`config.mk`:
```
export PLATFORM = sky130hd
export DESIGN_NAME = eb1_dec_trigger_csr
export DESIGN_NICKNAME = d
export VERILOG_FILES = /design/src/rtl/eb1_dec_trigger_csr.sv
export SDC_FILE = /design/constraint.sdc
export NUM_CORES = 1
export LEC_CHECK = 0
export CELL_PAD_IN_SITES_DETAIL_PLACEMENT = 0
export CELL_PAD_IN_SITES_GLOBAL_PLACEMENT = 2
export CORE_ASPECT_RATIO = 1.4
export CORE_MARGIN = 4
export CORE_UTILIZATION = 32
export CTS_CLUSTER_SIZE = 25
export DETAILED_ROUTE_END_ITERATION = 8
export PLACE_DENSITY_LB_ADDON = 0.25
export SETUP_SLACK_MARGIN = 0.15
export SLEW_MARGIN = 5
export SYNTH_ARGS = -nofsm -noshare
export SYNTH_HDL_FRONTEND = slang
export SYNTH_SLANG_ARGS = --single-unit
```
`constraint.sdc`:
```
create_clock -name clk -period 5.7 [get_ports clk]
set_input_delay 0.57 -clock clk [delete_from_list [all_inputs] [get_ports clk]]
set_output_delay 0.57 -clock clk [all_outputs]
set_load 0.005 [all_outputs]
```
`src/rtl/eb1_dec_trigger_csr.sv`:
```
// Decode-side debug trigger CSR block: mtsel/mtdata1/mtdata2 storage,
// trigger packet generation, pair chaining and registered halt/exception requests.

package eb1_trig_pkg;
    typedef struct packed {
        logic        select;
        logic        match;
        logic        store;
        logic        load;
        logic        execute;
        logic        m;
        logic [31:0] tdata2;
    } eb1_trigger_pkt_t;
endpackage

module eb1_dec_trigger_csr #(
    parameter int NTRIG   = 4,
    parameter int MASKMAX = 31
) (
    input  logic                                     clk,
    input  logic                                     rst,
    input  logic                                     dbg_mode,
    input  logic                                     mstatus_mie,
    input  logic                                     csr_wen,
    input  logic [11:0]                              csr_waddr,
    input  logic [31:0]                              csr_wdata,
    input  logic [11:0]                              csr_raddr,
    output logic [31:0]                              csr_rdata,
    input  logic [NTRIG-1:0]                         trigger_match_m,
    input  logic                                     trigger_valid_m,
    output eb1_trig_pkg::eb1_trigger_pkt_t [NTRIG-1:0] trigger_pkt_any,
    output logic [NTRIG-1:0]                         trigger_hit_vec_r,
    output logic                                     trigger_dbg_r,
    output logic                                     trigger_exc_r
);

    localparam logic [11:0] ADDR_MTSEL   = 12'h7A0;
    localparam logic [11:0] ADDR_MTDATA1 = 12'h7A1;
    localparam logic [11:0] ADDR_MTDATA2 = 12'h7A2;

    logic [1:0]             mtsel_reg;
    logic [NTRIG-1:0]       dmode_vec, hit_vec, select_vec, action_vec, chain_vec;
    logic [NTRIG-1:0]       match_vec, m_vec, execute_vec, store_vec, load_vec;
    logic [NTRIG-1:0][31:0] tdata2_vec;
    logic [NTRIG-1:0]       raw, fire;
    logic                   lock, wr_tsel, wr_tdata1, wr_tdata2;
    logic                   dbg_next, exc_next;

    // A trigger owned by debug mode cannot be modified from normal mode.
    assign lock      = dmode_vec[mtsel_reg] & ~dbg_mode;
    assign wr_tsel   = csr_wen & (csr_waddr == ADDR_MTSEL);
    assign wr_tdata1 = csr_wen & (csr_waddr == ADDR_MTDATA1) & ~lock;
    assign wr_tdata2 = csr_wen & (csr_waddr == ADDR_MTDATA2) & ~lock;

    // Matches never count while the core is in debug mode.
    assign raw = trigger_match_m & {NTRIG{trigger_valid_m & ~dbg_mode}};

    // mtsel is WARL: out-of-range writes leave the selection untouched.
    always_ff @(posedge clk or posedge rst) begin
        if (rst) begin
            mtsel_reg <= 2'b00;
        end else if (wr_tsel && (csr_wdata[31:2] == 30'd0)) begin
            mtsel_reg <= csr_wdata[1:0];
        end
    end

    generate
        for (genvar gi = 0; gi < NTRIG; gi++) begin : g_trig
            localparam int  PAIR     = gi - (gi % 2);
            localparam int  MATE     = gi ^ 1;
            localparam logic CHAINABLE = ((gi % 2) == 0);

            logic        sel;
            logic        dmode_new;
            logic        dmode_reg, hit_reg, select_reg, action_reg, chain_reg;
            logic        match_reg, m_reg, execute_reg, store_reg, load_reg;
            logic [31:0] tdata2_reg;

            assign sel       = (mtsel_reg == 2'(gi));
            assign dmode_new = csr_wdata[27] & dbg_mode;

            // mtdata1 fields; a software write overrides everything except a same-cycle hit.
            always_ff @(posedge clk or posedge rst) begin
                if (rst) begin
                    dmode_reg   <= 1'b0;
                    hit_reg     <= 1'b0;
                    select_reg  <= 1'b0;
                    action_reg  <= 1'b0;
                    chain_reg   <= 1'b0;
                    match_reg   <= 1'b0;
                    m_reg       <= 1'b0;
                    execute_reg <= 1'b0;
                    store_reg   <= 1'b0;
                    load_reg    <= 1'b0;
                    tdata2_reg  <= 32'd0;
                end else begin
                    if (wr_tdata1 && sel) begin
                        dmode_reg   <= dmode_new;
                        hit_reg     <= csr_wdata[20] | fire[gi];
                        select_reg  <= csr_wdata[19];
                        action_reg  <= csr_wdata[12] & dmode_new;
                        chain_reg   <= csr_wdata[11] & CHAINABLE;
                        match_reg   <= csr_wdata[7];
                        m_reg       <= csr_wdata[6];
                        execute_reg <= csr_wdata[2];
                        store_reg   <= csr_wdata[1];
                        load_reg    <= csr_wdata[0];
                    end else if (fire[gi]) begin
                        hit_reg <= 1'b1;
                    end
                    if (wr_tdata2 && sel) begin
                        tdata2_reg <= csr_wdata;
                    end
                end
            end

            assign dmode_vec[gi]   = dmode_reg;
            assign hit_vec[gi]     = hit_reg;
            assign select_vec[gi]  = select_reg;
            assign action_vec[gi]  = action_reg;
            assign chain_vec[gi]   = chain_reg;
            assign match_vec[gi]   = match_reg;
            assign m_vec[gi]       = m_reg;
            assign execute_vec[gi] = execute_reg;
            assign store_vec[gi]   = store_reg;
            assign load_vec[gi]    = load_reg;
            assign tdata2_vec[gi]  = tdata2_reg;

            // A chained pair fires only when both halves match together.
            assign fire[gi] = raw[gi] & (~chain_vec[PAIR] | raw[MATE]);

            assign trigger_pkt_any[gi].select  = select_reg;
            assign trigger_pkt_any[gi].match   = match_reg;
            assign trigger_pkt_any[gi].store   = store_reg;
            assign trigger_pkt_any[gi].load    = load_reg;
            assign trigger_pkt_any[gi].execute = execute_reg;
            assign trigger_pkt_any[gi].m       = m_reg & ~dbg_mode & (mstatus_mie | action_reg);
            assign trigger_pkt_any[gi].tdata2  = tdata2_reg;
        end
    endgenerate

    assign dbg_next = |(fire & action_vec);
    assign exc_next = |(fire & ~action_vec) & ~dbg_next;

    // One-cycle request pulses for every firing cycle; halt takes priority.
    always_ff @(posedge clk or posedge rst) begin
        if (rst) begin
            trigger_hit_vec_r <= '0;
            trigger_dbg_r     <= 1'b0;
            trigger_exc_r     <= 1'b0;
        end else begin
            trigger_hit_vec_r <= fire;
            trigger_dbg_r     <= dbg_next;
            trigger_exc_r     <= exc_next;
        end
    end

    // Combinational CSR read port, zero for any non-trigger address.
    always_comb begin
        csr_rdata = 32'd0;
        case (csr_raddr)
            ADDR_MTSEL:   csr_rdata = {30'd0, mtsel_reg};
            ADDR_MTDATA1: csr_rdata = {4'h2, dmode_vec[mtsel_reg], 6'(MASKMAX),
                                       hit_vec[mtsel_reg], select_vec[mtsel_reg], 6'd0,
                                       action_vec[mtsel_reg], chain_vec[mtsel_reg], 3'd0,
                                       match_vec[mtsel_reg], m_vec[mtsel_reg], 3'd0,
                                       execute_vec[mtsel_reg], store_vec[mtsel_reg],
                                       load_vec[mtsel_reg]};
            ADDR_MTDATA2: csr_rdata = tdata2_vec[mtsel_reg];
            default:      csr_rdata = 32'd0;
        endcase
    end

endmodule

```
==> impl_metrics.json, run 1 <==
{
  "outcome": "completed",
  "antenna_found_initial": 0,
  "tightest_slew_ns": 1.13,
  "slew_viol_final": 0,
  "worst-r2r-cell-count": 4,
  "htree_levels": 4,
  "clk_latency_ns": 0.43,
  "syn-num-nets": 643,
  "p_seq_share_pct": 48.4,
  "cp_slowest_stage_delay_ns": 0.85,
  "antennaDiodeCount": 0,
  "drt_iter0_drc": 239,
  "core_um2": 26300,
  "p_sw_uw": 588,
  "crit_type": "register to output pin",
  "skew_ns": 0.0138,
  "wirelength_um": 28700,
  "cpMaxStageDelayCell": "dfrtp_4",
  "grt_first_pass_wirelength_um": 43700,
  "syn2layout_area_growth_pct": 37.4,
  "grt_max_degree": 101,
  "cts_setup_buffers": 0,
  "routed_via_density": 5.21,
  "start_util_pct": 32.7,
  "worstPathRequired_ns": 5.13,
  "dieArea_um2": 29600,
  "min_period_over_period_pct": 66.6,
  "slew-limit-headroom_pct": 24.6,
  "rsz0062_at_grt": "false",
  "place.gp.congestion": 0.765,
  "dp_slack_ns": 1.87,
  "vias": 5929,
  "peakVddDrop_mv": 0.185,
  "fmax_mhz": 264,
  "portBuffers": 255,
  "num_rows": 70,
  "ys_warn_count": 0,
  "cts_root_buffer": "clkbuf_16",
  "drcViolationCount": 0,
  "post-dp-hpwl_um": 19900,
  "dieHeight_um": 202,
  "p_clk_share_pct": 46.8,
  "postLayoutCoreUtil_pct": 45.0,
  "setup_ws_ns": 1.91,
  "worstHoldPathCells": 1,
  "grt_usage_pct": 19.6,
  "p_sw_share_pct": 22.9,
  "cts_resized": 0,
  "setup-violations-final": 0,
  "synth_area_um2": 8600,
  "start_kind": "register",
  "fin_crit_ns": 3.79,
  "crit_fanout": 40,
  "synth_cells": 577,
  "cts_buffers": 17,
  "avgSynthCellArea_um2": 14.9,
  "ios": 256,
  "powerDensity_nw_per_um2": 217,
  "arrival_ns": 3.22,
  "synthArstFlopShare_pct": 100,
  "drv_cap": 0,
  "synth-seq-cells": 174,
  "first_global_vias": 6602,
  "holdWs_ns": 0.475,
  "hp-class": "register to register",
  "intPower_uw": 1970,
  "grt_overflow_total": 0,
  "clockBufferDepth": 2,
  "antenna_left": 0,
  "die_x_um": 147,
  "combPwrFrac_pct": 4.8,
  "clkTransAtPathRegs_ns": 0.07,
  "p_leak_uw": 0.00530,
  "synth_flop_cell": "dfrtp_1",
  "finalSetupTns_ns": 0,
  "dr.pass1.iters": 7,
  "wire_per_inst_um": 25.2,
  "final_hold_viol_count": 0,
  "yosys.cell_types.count": 55,
  "layout.nets": 868,
  "yosysSeqAreaShare_pct": 50.6,
  "crit_path_cell_trace": "buf_4 > mux4_2 > nand2_1 > o21ai_0 > and2_1 > clkdlybuf4s50_1",
  "power_uw": 2560,
  "cp-end-kind": "output pin",
  "clock_sinks": 174,
  "drive_gt1_share_pct": 30.3,
  "synth_edf_count": 0,
  "largest_reg_flops": 128,
  "ctsHoldBuffers": 0,
  "cts_tree": "done"
}
-- layout by cell type, fill, tap and decap left out, types with 2 or more instances in the layout --
master,instances
nor4_1,8
bufinv_16,2
inv_1,13
nand4_1,3
mux2_4,31
clkinv_4,3
clkinvlp_4,3
o211ai_1,2
nor2b_1,4
mux2i_1,4
mux2_2,122
nand2_1,12
buf_4,4
and2_1,2
o211a_1,5
inv_6,2
mux4_2,39
o21ai_0,13
inv_8,3
clkbuf_16,17
nand2b_1,2
nand3_1,15
nand3_2,2
a21oi_1,2
clkbuf_8,2
nor3_1,2
clkdlybuf4s50_1,255
and3_1,20
nand3b_4,2
a21o_1,2
dfrtp_1,172
a31oi_1,3
mux2_1,13
dfrtp_4,2
a22oi_1,2
-- path summary, 6_finish.rpt --
path                                   startpoint                       end  slack (ns)
worst max-delay path                 mtsel_reg[1]              csr_rdata[1]        1.91
worst min-delay path            g_trig[2].hit_reg         g_trig[2].hit_reg        0.47
min in group asynchronous                     rst  g_trig[0].tdata2_reg[26]        0.68
max in group asynchronous                     rst     g_trig[3].execute_reg        3.85
worst min register to register  g_trig[2].hit_reg         g_trig[2].hit_reg        0.47
worst max register to register       mtsel_reg[1]     g_trig[0].execute_reg        2.65
-- area by class of cell --
type                            count  area (um^2)
Fill cell                        2383        14500
Sequential cell                   174         4360
Multi-Input combinational cell    336         3810
Timing Repair Buffer              259         2580
Clock buffer                       20          457
Tap cell                          324          405
Clock inverter                     12          151
Inverter                           14         57.6
-- worst max-delay path, delay by kind of cell, from the launching register on --
kind	cells	cell delay (ns)
buffers and inverters	2	0.98
flip-flops	1	0.85
AND/OR/NAND/NOR	2	0.29
AO/OA/AOI/OAI	1	0.08
multiplexers	1	0.57
-- cells by family (layout without fill, tap and decap cells) --
logic type | after synthesis | count (layout) | share of synthesized area (%)
AOI/OAI and AO/OA | 39 | 39 | 3.33
and+or+nand+nor | 88 | 88 | 7.02
buffers and inverters | 67 | 305 | 5.29
muxes | 209 | 209 | 33.8
DFF | 174 | 174 | 50.6
-- power by group through the flow --
stage          logic [uW]  registers [uW]  clock network [uW]
6_report              123            1240                1200
2_1_floorplan        34.2            1260                   0
3_3_place_gp          123            1260                   0
3_5_place_dp          126            1260                   0
4_1_cts               127            1240                1230
5_1_grt               136            1240                1280
-- cell usage after synthesis, drive strengths merged (2+ instances only) --
| cell type | number | area (um^2) |
|---|---|---|
| nand2 | 12 | 45.0 |
| and2 | 2 | 12.5 |
| nand4 | 3 | 18.8 |
| buf | 46 | 377 |
| nor4b | 2 | 32.5 |
| clkbuf | 7 | 26.3 |
| dfrtp | 174 | 4350 |
| inv | 14 | 52.6 |
| nand2b | 2 | 12.5 |
| a21o | 2 | 15.0 |
| mux2 | 166 | 1990 |
| o211ai | 2 | 15.0 |
| nand3b | 3 | 47.6 |
| nand3 | 18 | 113 |
| a21oi | 3 | 26.3 |
| mux2i | 4 | 40.0 |
| nor2b | 5 | 31.3 |
| o211a | 5 | 50.1 |
| and3 | 21 | 136 |
| and4 | 2 | 21.3 |
| nor4 | 8 | 50.1 |
| a22oi | 2 | 15.0 |
| o21ai | 13 | 65.1 |
| a31oi | 3 | 18.8 |
| mux4 | 39 | 878 |
| nor3 | 3 | 26.3 |
-- through the flow --
step / instances / instance area [um^2]
after floorplan: 577 / 8600
after global placement: 1107 / 11200
after detailed placement: 1107 / 11200
after CTS: 1139 / 11800
after global routing: 1139 / 11800
final: 1139 / 11800
-- layer usage --
metal,global-route usage [%],wire length [um],vias up
met5,0,0,-
met4,5.82,609,0
met3,5.07,1480,29
met2,35.7,15700,179
met1,22.4,11000,3126
li1,-,-,2595
Power figures use the tool's default switching activity.
==> inputs of run 2 (changes only) <==
==> constraint.sdc (replaced) <==
create_clock -name clk -period 3.6 [get_ports clk]
set_input_delay 0.36 -clock clk [delete_from_list [all_inputs] [get_ports clk]]
set_output_delay 0.36 -clock clk [all_outputs]
set_load 0.005 [all_outputs]
==> impl_metrics.json, run 2 (synthesized netlist as in run 1, its figures left out) <==
{
  "outcome": "completed",
  "r2r_setup_slack_ns": 0.91,
  "p_seq_share_pct": 48.6,
  "crit_fanout": 26,
  "fin_crit_ns": 3.22,
  "first_global_vias": 6619,
  "wire_per_inst_um": 24.2,
  "layout.nets": 876,
  "grt_usage_pct": 19.0,
  "dr.pass1.iters": 4,
  "drcViolationCount": 0,
  "slew_viol_final": 0,
  "slew-limit-headroom_pct": 45.6,
  "cts_root_buffer": "clkbuf_16",
  "p_leak_uw": 0.00536,
  "worst-r2r-cell-count": 4,
  "timing.rr.end": "g_trig[2].tdata2_reg[14]",
  "combPwrFrac_pct": 4.9,
  "p_sw_uw": 905,
  "core_um2": 26300,
  "skew_ns": 0.0112,
  "setup-violations-final": 0,
  "p_clk_share_pct": 46.5,
  "wirelength_um": 27800,
  "antennaDiodeCount": 0,
  "cts_resized": 0,
  "fmax_mhz": 310,
  "die_x_um": 147,
  "clock_sinks": 174,
  "antenna_left": 0,
  "instances_no_fill": 1147,
  "powerDensity_nw_per_um2": 339,
  "syn2layout_area_growth_pct": 38.4,
  "clk_latency_ns": 0.43,
  "clockBufferDepth": 2,
  "vias": 5933,
  "cts_setup_buffers": 0,
  "dieHeight_um": 202,
  "intPower_uw": 3130,
  "start_util_pct": 32.7,
  "p_sw_share_pct": 22.4,
  "grt_overflow_total": 0,
  "htree_levels": 4,
  "clkTransAtPathRegs_ns": 0.06,
  "grt_first_pass_wirelength_um": 42600,
  "start_kind": "register",
  "layout_common_cells": "clkdlybuf4s50_1 (255), dfrtp_1 (172), mux2_2 (122)",
  "worstPathRequired_ns": 3.24,
  "num_rows": 70,
  "crit_type": "register to output pin",
  "dieArea_um2": 29600,
  "cts_tree": "done",
  "hp-class": "input pin to async pin",
  "drt_iter0_drc": 297,
  "grt_max_degree": 135,
  "cp-startpoint": "mtsel_reg[1]",
  "ios": 256,
  "cpMaxStageDelayCell": "dfrtp_4",
  "filler_cell_count": 2402,
  "crit_path_cell_trace": "buf_4 > mux4_2 > and3_1 > clkdlybuf4s50_1",
  "cp-end-kind": "output pin",
  "cts_buffers": 17,
  "portBuffers": 255,
  "final_hold_viol_count": 0,
  "min_period_over_period_pct": 89.6,
  "drive_gt1_share_pct": 31.1,
  "dp_cells": 1115,
  "cp_slowest_stage_delay_ns": 0.78,
  "place.gp.congestion": 0.797,
  "timing.rr.start": "mtsel_reg[1]",
  "holdWs_ns": 0.448,
  "antenna_found_initial": 0,
  "post-dp-hpwl_um": 19700,
  "endpoint": "csr_rdata[26]",
  "largest_reg_flops": 128,
  "peakVddDrop_mv": 0.329,
  "rsz0062_at_grt": "false",
  "tightest_slew_ns": 0.816,
  "final_common_cell": "clkdlybuf4s50_1",
  "arrival_ns": 2.86,
  "drv_cap": 0,
  "ctsHoldBuffers": 0,
  "routed_via_density": 5.17,
  "finalSetupTns_ns": 0
}
-- run 2: layout make-up --
type / instances / area [um^2] / area share, %
Sequential cell: 174 / 4360 / 36.6
Timing Repair Buffer: 267 / 2680 / 22.5
Clock buffer: 20 / 467 / 3.92
Multi-Input combinational cell: 336 / 3810 / 32.0
Tap cell: 324 / 405 / 3.40
Clock inverter: 12 / 135 / 1.13
Inverter: 14 / 56.3 / 0.473
-- run 2: how the worst min path moves through the flow --
| stage | slack (ns) | from | endpoint |
|---|---|---|---|
| detailed placement | 0.48 | g_trig[2].hit_reg | g_trig[2].hit_reg |
| CTS | 0.47 | rst | g_trig[1].tdata2_reg[17] |
| finish | 0.45 | rst | g_trig[0].tdata2_reg[18] |
| global route | 0.51 | g_trig[2].hit_reg | g_trig[2].hit_reg |
| global placement | 0.46 | g_trig[2].hit_reg | g_trig[2].hit_reg |
| floorplan | 0.44 | g_trig[2].hit_reg | g_trig[2].hit_reg |
-- run 2: power by group through the flow --
stage / sequential, uW / combinational [uW] / clock (uW)
2_1_floorplan: 2000 / 54.5 / 0
3_3_place_gp: 2000 / 197 / 0
3_5_place_dp: 2000 / 202 / 0
4_1_cts: 1960 / 203 / 1920
5_1_grt: 1960 / 218 / 2020
6_report: 1960 / 197 / 1880
-- run 2: critical path: cells and delay by family, from the launching register on --
kind	cells	cell delay [ns]
buffers and inverters	2	0.88
DFF	1	0.78
muxes	1	0.55
and+or+nand+nor	1	0.19
-- run 2: through the flow --
step | power, uW | setup slack [ns] | instance area, um^2 | util, %
after detailed placement | 2200 | 0.521 | 11300 | 43.0
after floorplan | 2050 | 1.02 | 8610 | -
after CTS | 4080 | 0.303 | 11900 | 45.3
after global placement | 2190 | 0.529 | 11300 | 43.0
final | 4040 | 0.376 | 11900 | 45.3
after global routing | 4200 | 0.175 | 11900 | 45.3
-- run 2: routing by layer --
| layer | vias to the layer above | wire length, um | GRT usage [%] |
|---|---|---|---|
| met3 | 25 | 1490 | 4.78 |
| met1 | 3117 | 11000 | 22.6 |
| met4 | 0 | 529 | 5.82 |
| li1 | 2613 | - | - |
| met5 | - | 0 | 0 |
| met2 | 178 | 14800 | 33.6 |
==> inputs of run 3 (changes only) <==
--- a/config.mk
+++ b/config.mk
@@ -9,12 +9,12 @@
 export CELL_PAD_IN_SITES_GLOBAL_PLACEMENT = 2
 export CORE_ASPECT_RATIO = 1.4
 export CORE_MARGIN = 4
-export CORE_UTILIZATION = 32
+export CORE_UTILIZATION = 35
 export CTS_CLUSTER_SIZE = 25
 export DETAILED_ROUTE_END_ITERATION = 8
 export PLACE_DENSITY_LB_ADDON = 0.25
 export SETUP_SLACK_MARGIN = 0.15
-export SLEW_MARGIN = 5
+export SLEW_MARGIN = 20
 export SYNTH_ARGS = -nofsm -noshare
 export SYNTH_HDL_FRONTEND = slang
 export SYNTH_SLANG_ARGS = --single-unit
==> constraint.sdc (replaced) <==
create_clock -name clk -period 4 [get_ports clk]
set_input_delay 0.4 -clock clk [delete_from_list [all_inputs] [get_ports clk]]
set_output_delay 0.4 -clock clk [all_outputs]
set_load 0.005 [all_outputs]
==> impl_metrics.json, run 3 (synthesized netlist as in run 1, its figures left out) <==
{
  "cts_resized": 0,
  "layout_common_cells": "clkdlybuf4s50_1 (255), dfrtp_1 (172), mux2_2 (122)",
  "largest_reg_flops": 128,
  "dieHeight_um": 194,
  "finalSetupTns_ns": 0,
  "drt_iter0_drc": 193,
  "intPower_uw": 2740,
  "clockBufferDepth": 2,
  "register_area_um2": 4360,
  "tightest_slew_ns": 0.895,
  "final_common_cell": "clkdlybuf4s50_1",
  "antenna_found_initial": 0,
  "worstPathRequired_ns": 3.60,
  "syn2layout_area_growth_pct": 37.3,
  "dp_cells": 1099,
  "p_sw_uw": 802,
  "arrival_ns": 3.04,
  "power_uw": 3540,
  "antennaDiodeCount": 0,
  "instances_no_fill": 1131,
  "drcViolationCount": 0,
  "cts_root_buffer": "clkbuf_16",
  "post-dp-hpwl_um": 19500,
  "grt_overflow_total": 0,
  "dieArea_um2": 27200,
  "holdWs_ns": 0.475,
  "grt_max_degree": 67,
  "clkTransAtPathRegs_ns": 0.07,
  "multi_input_area_um2": 3810,
  "r2r_setup_slack_ns": 1.08,
  "place.gp.congestion": 0.796,
  "ios": 256,
  "skew_ns": 0.00963,
  "fmax_mhz": 291,
  "crit_fanout": 47,
  "wire_per_inst_um": 24.1,
  "clk_latency_ns": 0.43,
  "p_seq_share_pct": 49.9,
  "num_rows": 67,
  "crit_type": "register to output pin",
  "p_clk_share_pct": 45.1,
  "setup-violations-final": 0,
  "grt_first_pass_wirelength_um": 41700,
  "htree_levels": 4,
  "p_leak_uw": 0.00531,
  "drive_gt1_share_pct": 30.8,
  "start_util_pct": 35.8,
  "slew_viol_final": 0,
  "final_hold_viol_count": 0,
  "ctsHoldBuffers": 0,
  "die_x_um": 141,
  "routed_via_density": 5.24,
  "p_sw_share_pct": 22.7,
  "grt_usage_pct": 20.2,
  "powerDensity_nw_per_um2": 299,
  "cp-end-kind": "output pin",
  "wirelength_um": 27300,
  "drv_cap": 0,
  "cts_buffers": 17,
  "hp-class": "input pin to async pin",
  "worst-r2r-cell-count": 4,
  "antenna_left": 0,
  "clock_sinks": 174,
  "filler_cell_count": 2069,
  "peakVddDrop_mv": 0.282,
  "portBuffers": 255,
  "vias": 5926,
  "dr.pass1.iters": 4,
  "core_um2": 24100,
  "timing.rr.start": "mtsel_reg[1]",
  "fin_crit_ns": 3.44,
  "rsz0062_at_grt": "false",
  "endpoint": "csr_rdata[0]",
  "layout.nets": 874,
  "combPwrFrac_pct": 5.0,
  "outcome": "completed",
  "cp-startpoint": "mtsel_reg[1]",
  "start_kind": "register",
  "cts_setup_buffers": 0,
  "timing.rr.end": "g_trig[2].tdata2_reg[15]",
  "slew-limit-headroom_pct": 40.3,
  "min_period_over_period_pct": 85.9,
  "first_global_vias": 6489,
  "postLayoutCoreUtil_pct": 49.1,
  "cts_tree": "done"
}
## run 3: power groups by stage
stage | sequential [uW] | combinational [uW] | clock (uW)
3_3_place_gp | 1800 | 176 | 0
2_1_floorplan | 1800 | 49.1 | 0
4_1_cts | 1760 | 182 | 1640
5_1_grt | 1760 | 194 | 1710
6_report | 1770 | 177 | 1600
3_5_place_dp | 1800 | 181 | 0
## run 3: how the worst min path moves through the flow
| stage | to | cells after the start |
|---|---|---|
| 2_1_floorplan | g_trig[2].hit_reg | 1 |
| 3_3_place_gp | g_trig[2].hit_reg | 1 |
| 3_5_place_dp | g_trig[2].hit_reg | 1 |
| 5_1_grt | g_trig[2].hit_reg | 1 |
| 4_1_cts | g_trig[0].select_reg | 2 |
| 6_report | g_trig[0].select_reg | 2 |
## run 3: layout make-up
class,count,area share [%]
multi-input cells,336,32.2
flip-flops and latches,174,36.9
inverters,14,0.476
well taps,310,3.28
repair buffers,265,22.3
clock inverters,12,0.932
clock buffers,20,3.86
## run 3: through the flow
stage	worst slack, ns	area [um^2]
CTS	0.536	11800
finish	0.565	11800
global placement	0.815	11300
detailed placement	0.803	11300
floorplan	1.38	8610
global route	0.365	11800
## run 3: worst max-delay path, cell delays in order (launching register included)
cell             delay (ns)
dfrtp_4                1.03
mux2_2                 0.31
a21oi_1                0.06
a311o_1                0.39
a21boi_0               0.27
clkdlybuf4s50_1        0.55
## run 3: routing by layer
| metal | track usage (%) | part of all wire, % |
|---|---|---|
| met1 | 23.9 | 39 |
| met2 | 36.4 | 54 |
| met3 | 4.52 | 5.3 |
| met4 | 5.78 | 1.8 |
| met5 | 0 | 0 |
